$ cat src/rtl/bram_arb_pkg.sv
// Shared definitions for the two-master block-RAM arbiter.
// Holds the FSM state encoding, master count, bus widths and the read strobe value.
package bram_arb_pkg;

  localparam int unsigned NUM_MASTERS = 2;
  localparam int unsigned DATA_W      = 32;
  localparam int unsigned STRB_W      = 4;

  // All-zero strobe marks a read; also the idle value of the RAM write enables.
  localparam logic [STRB_W-1:0] WSTRB_READ = 4'b0000;

  typedef enum logic [1:0] {
    IDLE   = 2'd0,
    ACCESS = 2'd1,
    WAIT   = 2'd2,
    RESP   = 2'd3
  } state_t;

endpackage

$ cat src/rtl/bram_arbiter_if.sv
// Bus bundle between the two requesting masters, the arbiter and the shared RAM.
//   m_valid/m_addr*/m_wdata*/m_wstrb*  : master requests (byte addresses, 0 strobe = read)
//   m_ready/m_rdata                    : one-cycle completion pulse and read data
//   ram_valid/ram_addr/ram_wen/ram_wdata : single-cycle RAM access
//   ram_ready/ram_rdata                : RAM acknowledge and read data
// Modports: slave = arbiter view, master = environment (masters + RAM) view.
interface bram_arbiter_if
  import bram_arb_pkg::*;
#(
  parameter int unsigned ADDR_W = 8
);

  logic [NUM_MASTERS-1:0] m_valid;
  logic [DATA_W-1:0]      m_addr0;
  logic [DATA_W-1:0]      m_addr1;
  logic [DATA_W-1:0]      m_wdata0;
  logic [DATA_W-1:0]      m_wdata1;
  logic [STRB_W-1:0]      m_wstrb0;
  logic [STRB_W-1:0]      m_wstrb1;
  logic [NUM_MASTERS-1:0] m_ready;
  logic [DATA_W-1:0]      m_rdata;

  logic                   ram_valid;
  logic [ADDR_W-1:0]      ram_addr;
  logic [STRB_W-1:0]      ram_wen;
  logic [DATA_W-1:0]      ram_wdata;
  logic                   ram_ready;
  logic [DATA_W-1:0]      ram_rdata;

  modport slave (
    input  m_valid, m_addr0, m_addr1, m_wdata0, m_wdata1, m_wstrb0, m_wstrb1,
    output m_ready, m_rdata,
    output ram_valid, ram_addr, ram_wen, ram_wdata,
    input  ram_ready, ram_rdata
  );

  modport master (
    output m_valid, m_addr0, m_addr1, m_wdata0, m_wdata1, m_wstrb0, m_wstrb1,
    input  m_ready, m_rdata,
    input  ram_valid, ram_addr, ram_wen, ram_wdata,
    output ram_ready, ram_rdata
  );

endinterface

$ cat src/rtl/bram_arb_pick.sv
// Combinational grant selection between the two masters.
// Macro BRAM_ARB_ROUND_ROBIN_EN: ties go to the master not granted last (last_grant input).
// Otherwise: fixed priority, master 0 wins ties, no last_grant input.
// Ports: valid (request vector), [last_grant], grant_c (winner index), any_c (some request).
module bram_arb_pick
  import bram_arb_pkg::*;
(
  input  logic [NUM_MASTERS-1:0] valid,
`ifdef BRAM_ARB_ROUND_ROBIN_EN
  input  logic                   last_grant,
`endif
  output logic                   grant_c,
  output logic                   any_c
);

  assign any_c = |valid;

`ifdef BRAM_ARB_ROUND_ROBIN_EN
  // Tie: alternate away from the previous winner; single request: that master.
  assign grant_c = (valid == 2'b11) ? ~last_grant : valid[1];
`else
  // Master 1 only wins when master 0 is not requesting.
  assign grant_c = valid[1] & ~valid[0];
`endif

endmodule

$ cat src/rtl/bram_arbiter.sv
// Two-master arbiter for a single-port block RAM with 1-cycle registered ready.
// Each transaction runs IDLE -> ACCESS -> WAIT -> RESP: the RAM is strobed for exactly
// one cycle in ACCESS and the winner gets a one-cycle registered m_ready pulse in RESP.
// Ports: clk, reset (async, active high), bus (bram_arbiter_if.slave).
// Optional macro BRAM_ARB_ROUND_ROBIN_EN selects round-robin tie breaking.
module bram_arbiter
  import bram_arb_pkg::*;
#(
  parameter int unsigned WORDS  = 256,
  parameter int unsigned ADDR_W = $clog2(WORDS)
)(
  input  logic            clk,
  input  logic            reset,
  bram_arbiter_if.slave   bus
);

  state_t                 state;
  logic                   grant_q;
  logic [NUM_MASTERS-1:0] m_ready_q;
  logic [DATA_W-1:0]      m_rdata_q;
  logic                   ram_valid_q;
  logic [ADDR_W-1:0]      ram_addr_q;
  logic [STRB_W-1:0]      ram_wen_q;
  logic [DATA_W-1:0]      ram_wdata_q;
`ifdef BRAM_ARB_ROUND_ROBIN_EN
  logic                   last_grant_q;
`endif

  logic                   pick_grant_c;
  logic                   pick_any_c;
  logic [DATA_W-1:0]      sel_addr_c;
  logic [DATA_W-1:0]      sel_wdata_c;
  logic [STRB_W-1:0]      sel_wstrb_c;

  // Grant selection
  bram_arb_pick u_pick (
    .valid      (bus.m_valid),
`ifdef BRAM_ARB_ROUND_ROBIN_EN
    .last_grant (last_grant_q),
`endif
    .grant_c    (pick_grant_c),
    .any_c      (pick_any_c)
  );

  // Request payload of the candidate winner
  assign sel_addr_c  = pick_grant_c ? bus.m_addr1  : bus.m_addr0;
  assign sel_wdata_c = pick_grant_c ? bus.m_wdata1 : bus.m_wdata0;
  assign sel_wstrb_c = pick_grant_c ? bus.m_wstrb1 : bus.m_wstrb0;

  // Transaction FSM; the RAM-side registers double as the request latches.
  always_ff @(posedge clk or posedge reset) begin
    if (reset) begin
      state        <= IDLE;
      grant_q      <= 1'b0;
      m_ready_q    <= '0;
      m_rdata_q    <= '0;
      ram_valid_q  <= 1'b0;
      ram_addr_q   <= '0;
      ram_wen_q    <= WSTRB_READ;
      ram_wdata_q  <= '0;
`ifdef BRAM_ARB_ROUND_ROBIN_EN
      last_grant_q <= 1'b1;
`endif
    end else begin
      case (state)
        IDLE: begin
          if (pick_any_c) begin
            grant_q     <= pick_grant_c;
            // Word address: drop byte offset, wrap modulo depth by truncation.
            ram_addr_q  <= ADDR_W'(sel_addr_c >> 2);
            ram_wdata_q <= sel_wdata_c;
            ram_wen_q   <= sel_wstrb_c;
            ram_valid_q <= 1'b1;
`ifdef BRAM_ARB_ROUND_ROBIN_EN
            last_grant_q <= pick_grant_c;
`endif
            state       <= ACCESS;
          end
        end
        ACCESS: begin
          ram_valid_q <= 1'b0;
          ram_wen_q   <= WSTRB_READ;
          state       <= WAIT;
        end
        WAIT: begin
          if (bus.ram_ready) begin
            m_rdata_q <= bus.ram_rdata;
            m_ready_q <= NUM_MASTERS'(1) << grant_q;
            state     <= RESP;
          end
        end
        RESP: begin
          m_ready_q <= '0;
          state     <= IDLE;
        end
        default: state <= IDLE;
      endcase
    end
  end

  assign bus.m_ready   = m_ready_q;
  assign bus.m_rdata   = m_rdata_q;
  assign bus.ram_valid = ram_valid_q;
  assign bus.ram_addr  = ram_addr_q;
  assign bus.ram_wen   = ram_wen_q;
  assign bus.ram_wdata = ram_wdata_q;

endmodule

$ cat src/flat_wrapper.sv
// flat-port wrapper written by rule: the top's interface ports become plain ports
module bram_arbiter_flat import bram_arb_pkg::*;
#(
  parameter int unsigned WORDS  = 256,
  parameter int unsigned ADDR_W = $clog2(WORDS)
)
  (clk, reset, bus_m_valid, bus_m_addr0, bus_m_addr1, bus_m_wdata0, bus_m_wdata1, bus_m_wstrb0, bus_m_wstrb1, bus_m_ready, bus_m_rdata, bus_ram_valid, bus_ram_addr, bus_ram_wen, bus_ram_wdata, bus_ram_ready, bus_ram_rdata);
  bram_arbiter_if #(.ADDR_W(ADDR_W)) bus_i ();
  input  logic clk;
  input  logic reset;
  input wire logic [$bits(bus_i.m_valid)-1:0] bus_m_valid;
  input wire logic [$bits(bus_i.m_addr0)-1:0] bus_m_addr0;
  input wire logic [$bits(bus_i.m_addr1)-1:0] bus_m_addr1;
  input wire logic [$bits(bus_i.m_wdata0)-1:0] bus_m_wdata0;
  input wire logic [$bits(bus_i.m_wdata1)-1:0] bus_m_wdata1;
  input wire logic [$bits(bus_i.m_wstrb0)-1:0] bus_m_wstrb0;
  input wire logic [$bits(bus_i.m_wstrb1)-1:0] bus_m_wstrb1;
  output wire logic [$bits(bus_i.m_ready)-1:0] bus_m_ready;
  output wire logic [$bits(bus_i.m_rdata)-1:0] bus_m_rdata;
  output wire logic [$bits(bus_i.ram_valid)-1:0] bus_ram_valid;
  output wire logic [$bits(bus_i.ram_addr)-1:0] bus_ram_addr;
  output wire logic [$bits(bus_i.ram_wen)-1:0] bus_ram_wen;
  output wire logic [$bits(bus_i.ram_wdata)-1:0] bus_ram_wdata;
  input wire logic [$bits(bus_i.ram_ready)-1:0] bus_ram_ready;
  input wire logic [$bits(bus_i.ram_rdata)-1:0] bus_ram_rdata;
  assign bus_i.m_valid = bus_m_valid;
  assign bus_i.m_addr0 = bus_m_addr0;
  assign bus_i.m_addr1 = bus_m_addr1;
  assign bus_i.m_wdata0 = bus_m_wdata0;
  assign bus_i.m_wdata1 = bus_m_wdata1;
  assign bus_i.m_wstrb0 = bus_m_wstrb0;
  assign bus_i.m_wstrb1 = bus_m_wstrb1;
  assign bus_m_ready = bus_i.m_ready;
  assign bus_m_rdata = bus_i.m_rdata;
  assign bus_ram_valid = bus_i.ram_valid;
  assign bus_ram_addr = bus_i.ram_addr;
  assign bus_ram_wen = bus_i.ram_wen;
  assign bus_ram_wdata = bus_i.ram_wdata;
  assign bus_i.ram_ready = bus_ram_ready;
  assign bus_i.ram_rdata = bus_ram_rdata;
  bram_arbiter #(.WORDS(WORDS), .ADDR_W(ADDR_W)) u_core (.clk(clk), .reset(reset), .bus(bus_i));
endmodule
$ cat config.mk
export PLATFORM = sky130hd
export DESIGN_NAME = bram_arbiter_flat
export DESIGN_NICKNAME = d
export VERILOG_FILES = /design/src/rtl/bram_arb_pkg.sv /design/src/rtl/bram_arbiter_if.sv /design/src/rtl/bram_arb_pick.sv /design/src/rtl/bram_arbiter.sv /design/src/flat_wrapper.sv
export SDC_FILE = /design/constraint.sdc
export NUM_CORES = 1
export LEC_CHECK = 0
export ABC_AREA = 0
export CORE_AREA = 2 2 161 84
export CTS_CLUSTER_DIAMETER = 80
export DETAILED_ROUTE_END_ITERATION = 16
export DIE_AREA = 0 0 163 86
export PLACE_DENSITY = 0.7
export SETUP_SLACK_MARGIN = 0.1
export SLEW_MARGIN = 25
export SYNTH_ARGS = -nofsm -noshare
export SYNTH_HDL_FRONTEND = slang
export SYNTH_HIERARCHICAL = 1
export SYNTH_SLANG_ARGS = --single-unit
$ cat constraint.sdc
create_clock -name clk -period 3.5 [get_ports clk]
set_clock_uncertainty 0.15 [all_clocks]
set_input_delay 0.35 -clock clk [delete_from_list [all_inputs] [get_ports clk]]
set_output_delay 0.35 -clock clk [all_outputs]
set_load 0.005 [all_outputs]
==> metrics.cfg <==
[logic_synthesis]
netlist.area_leader.share_pct=55.42
synth-seq-cells=82
synthFlopType=dfrtp_1
ys_top_cells_by_count=dfrtp_1 (82), mux2i_1 (45), nor2_1 (41)
synthDistinctLibCells=23
syn_area_per_cell_sq_um=12.72
netlist_top_cells_area=dfrtp_1 (55%), mux2i_1 (12%), mux2_4 (12%)
syn_nets=469
yosysSeqAreaShare_pct=55.42
synth.most_common_cell=dfrtp_1
syn-instance-count=291
async_reset_ff_share_pct=100.0
netlist_area_sq_mm=0.003702
yosys_warnings=6
synth_area_leader_cell=dfrtp_1
synth_edf_count=0

[layout]
antenna_cells=0
multi_input_area_sq_mm=0.001504
drive_gt1_share_pct=11.49
area.growth.synth_to_final_pct=65.39
regArea_sq_mm=0.002052
fill_cells=1147
final_net_count=671
stdcell_area_sq_mm=0.006123

[power_and_ir_drop]
p_int_mw=3.297
powerDensity_mw_per_mm2=760.9
vdd_drop_max_mv=0.2930
finalPower_mw=4.659
seq_power_share_pct=35.8
p_sw_mw=1.362
clkPwrFrac_pct=18.2
power.leakage_nw=2.599
p_comb_share_pct=46.0
netSwitchingFraction_pct=29.24

[sta]
post-route-worst-setup-slack_ns=1.431
finalMaxSlewViolations=0
final_hold_viol_count=0
finalSetupViolations=0
rsz0062_at_grt=no
tightestPinTransition_ns=0.6724
max_slew_margin_pct=55.08
finalSetupTns_ns=0
fmax_ghz=0.4833
min_period_over_period_pct=59.12
fin_crit_ns=2.069

[grt]
grt_max_degree=43
grt_pass1_vias=3094
grt_pass1_wl_um=15110
grt_overflow_total=0
grtUsageTotal_pct=13.83
antenna_found_initial=0

[setup_path]
cp_max_fo=29
path_class=in -> reg
cp-end-kind=register
startpoint_type=primary input
cp_data_required_time_ns=3.54
cp.arrival_ns=2.11

[floorplan]
die_w_um=163
die_h_um=86
coreArea_sq_mm=0.01252
fp.dieArea_sq_mm=0.01402
num_rows=29
pin_count=252
start_util_pct=29.58

[hold_path]
min_path_type=in -> async

[routing]
drt_pass1_iterations=4
wl_per_cell_um=14.46
vias=2851
drtAntennaViolNets=0
drt-total-wl_um=9629
via_per_inst=4.281
drt_iter0_drc=104
drc=0

[place]
gp_congestion=0.7097
numPortBuffers=203
preCtsSetupSlack_ns=1.067
dp.final_hpwl_um=7263
placed_cell_area_sq_mm=0.005863

[clocking]
cts-resized-gates=0
cts.root.buffer_cell=clkbuf_16
cts_setup_buffers=0
cts_tree=built
clockBufferDepth=2
insertion_delay_ns=0.33
cts-htree-levels=3
clkSlewWorstSetupHoldPaths_ns=0.06
numCtsBuffers=9
clock-sinks=82
holdBufCountCts=0

[outcome]
outcome=complete, no violations

[job]
cap_violations=0

==> per-layer routing <==
metal	track usage [%]	vias up	routed length, um
li1	-	1405	-
met1	14.50	1360	3660
met2	27.43	72	5347
met3	3.240	14	449
met4	4.425	0	172
met5	0	-	0
==> cell usage in the layout (no fill, tap or decap) <==
master | netlist | routed
nand2b_1 | 1 | 1
mux2_4 | 29 | 29
o32a_1 | 1 | 1
o21ai_0 | 7 | 7
nor2b_4 | 0 | 1
and2b_1 | 1 | 1
nor2b_1 | 2 | 1
o31ai_1 | 1 | 1
nor2_1 | 41 | 41
buf_12 | 0 | 1
mux2i_1 | 45 | 45
clkbuf_1 | 0 | 1
buf_4 | 6 | 4
and2_2 | 0 | 1
clkdlybuf4s50_1 | 0 | 203
clkbuf_8 | 0 | 1
ha_1 | 5 | 5
nand2_1 | 6 | 6
nand3_1 | 1 | 1
nor2_2 | 1 | 1
clkbuf_16 | 0 | 9
mux2_2 | 5 | 5
or2_1 | 1 | 1
nand2_4 | 1 | 1
clkinvlp_4 | 0 | 1
clkinv_2 | 0 | 3
a21oi_1 | 40 | 40
inv_1 | 3 | 2
dfrtp_1 | 82 | 82
==> cell type report <==
cell class              instances  area share (%)
clock buffers                  11           3.964
well taps                     170           3.474
flip-flops and latches         82           33.51
repair buffers                208           34.00
multi-input cells             189           24.56
clock inverters                 3          0.2861
inverters                       3          0.2043
==> registers in the layout, indices dropped and copies added (netlist names) <==
name                  cells
u_core/bus.ram_wen        4
u_core/bus.m_rdata       32
u_core/bus.ram_addr       8
u_core/grant_q            1
u_core/state              2
u_core/bus.m_ready        2
u_core/bus.ram_wdata     32
u_core/bus.ram_valid      1
==> cell families (layout without fill, tap and decap cells) <==
family	count (synthesis)	in the layout	synth area share (%)
flops	82	82	55.42
mux	79	79	25.45
fa+ha+maj	5	5	1.690
buf+inv	20	225	4.191
simple gates	56	56	6.421
compound gates	49	49	6.827
==> path summary, 6_finish.rpt <==
| check | from | slack, ns | depth (start not counted) | to |
|---|---|---|---|---|
| worst max-delay path | bus_m_valid[1] | 1.43 | 5 | u_core/bus.ram_wdata[18] |
| worst min-delay path | reset | 0.26 | 2 | u_core/bus.ram_wdata[28] |
| worst min register to register | u_core/bus.ram_wen[1] | 0.33 | 2 | u_core/bus.ram_wen[1] |
| worst max register to register | u_core/state[0] | 1.55 | 4 | u_core/bus.m_rdata[30] |
| max in group asynchronous | reset | 2.15 | 3 | u_core/bus.m_rdata[27] |
| min in group clk | u_core/bus.ram_wen[1] | 0.33 | 2 | u_core/bus.ram_wen[1] |
==> critical path: stages <==
cell and delay, ns:
clkdlybuf4s50_1 0.47, nor2b_4 0.58, buf_12 0.31, mux2i_1 0.28, a21oi_1 0.10
==> metrics by stage <==
| stage | instances | hold WS [ns] | util, % |
|---|---|---|---|
| 6_report | 666 | 0.2583 | 48.92 |
| 2_1_floorplan | 291 | 0.2999 | - |
| 3_3_place_gp | 652 | 0.3156 | 46.84 |
| 3_5_place_dp | 652 | 0.3239 | 46.84 |
| 4_1_cts | 666 | 0.2770 | 48.92 |
| 5_1_grt | 666 | 0.3119 | 48.92 |
==> power groups by stage <==
stage               Combinational (mW)  Clock (mW)  Sequential (mW)
global placement                  2.14           0             1.66
detailed placement                2.17           0             1.68
floorplan                        0.948           0             1.71
finish                            2.14       0.850             1.67
CTS                               2.18       0.879             1.67
global route                      2.32       0.920             1.73
Power figures use the tool's default switching activity.
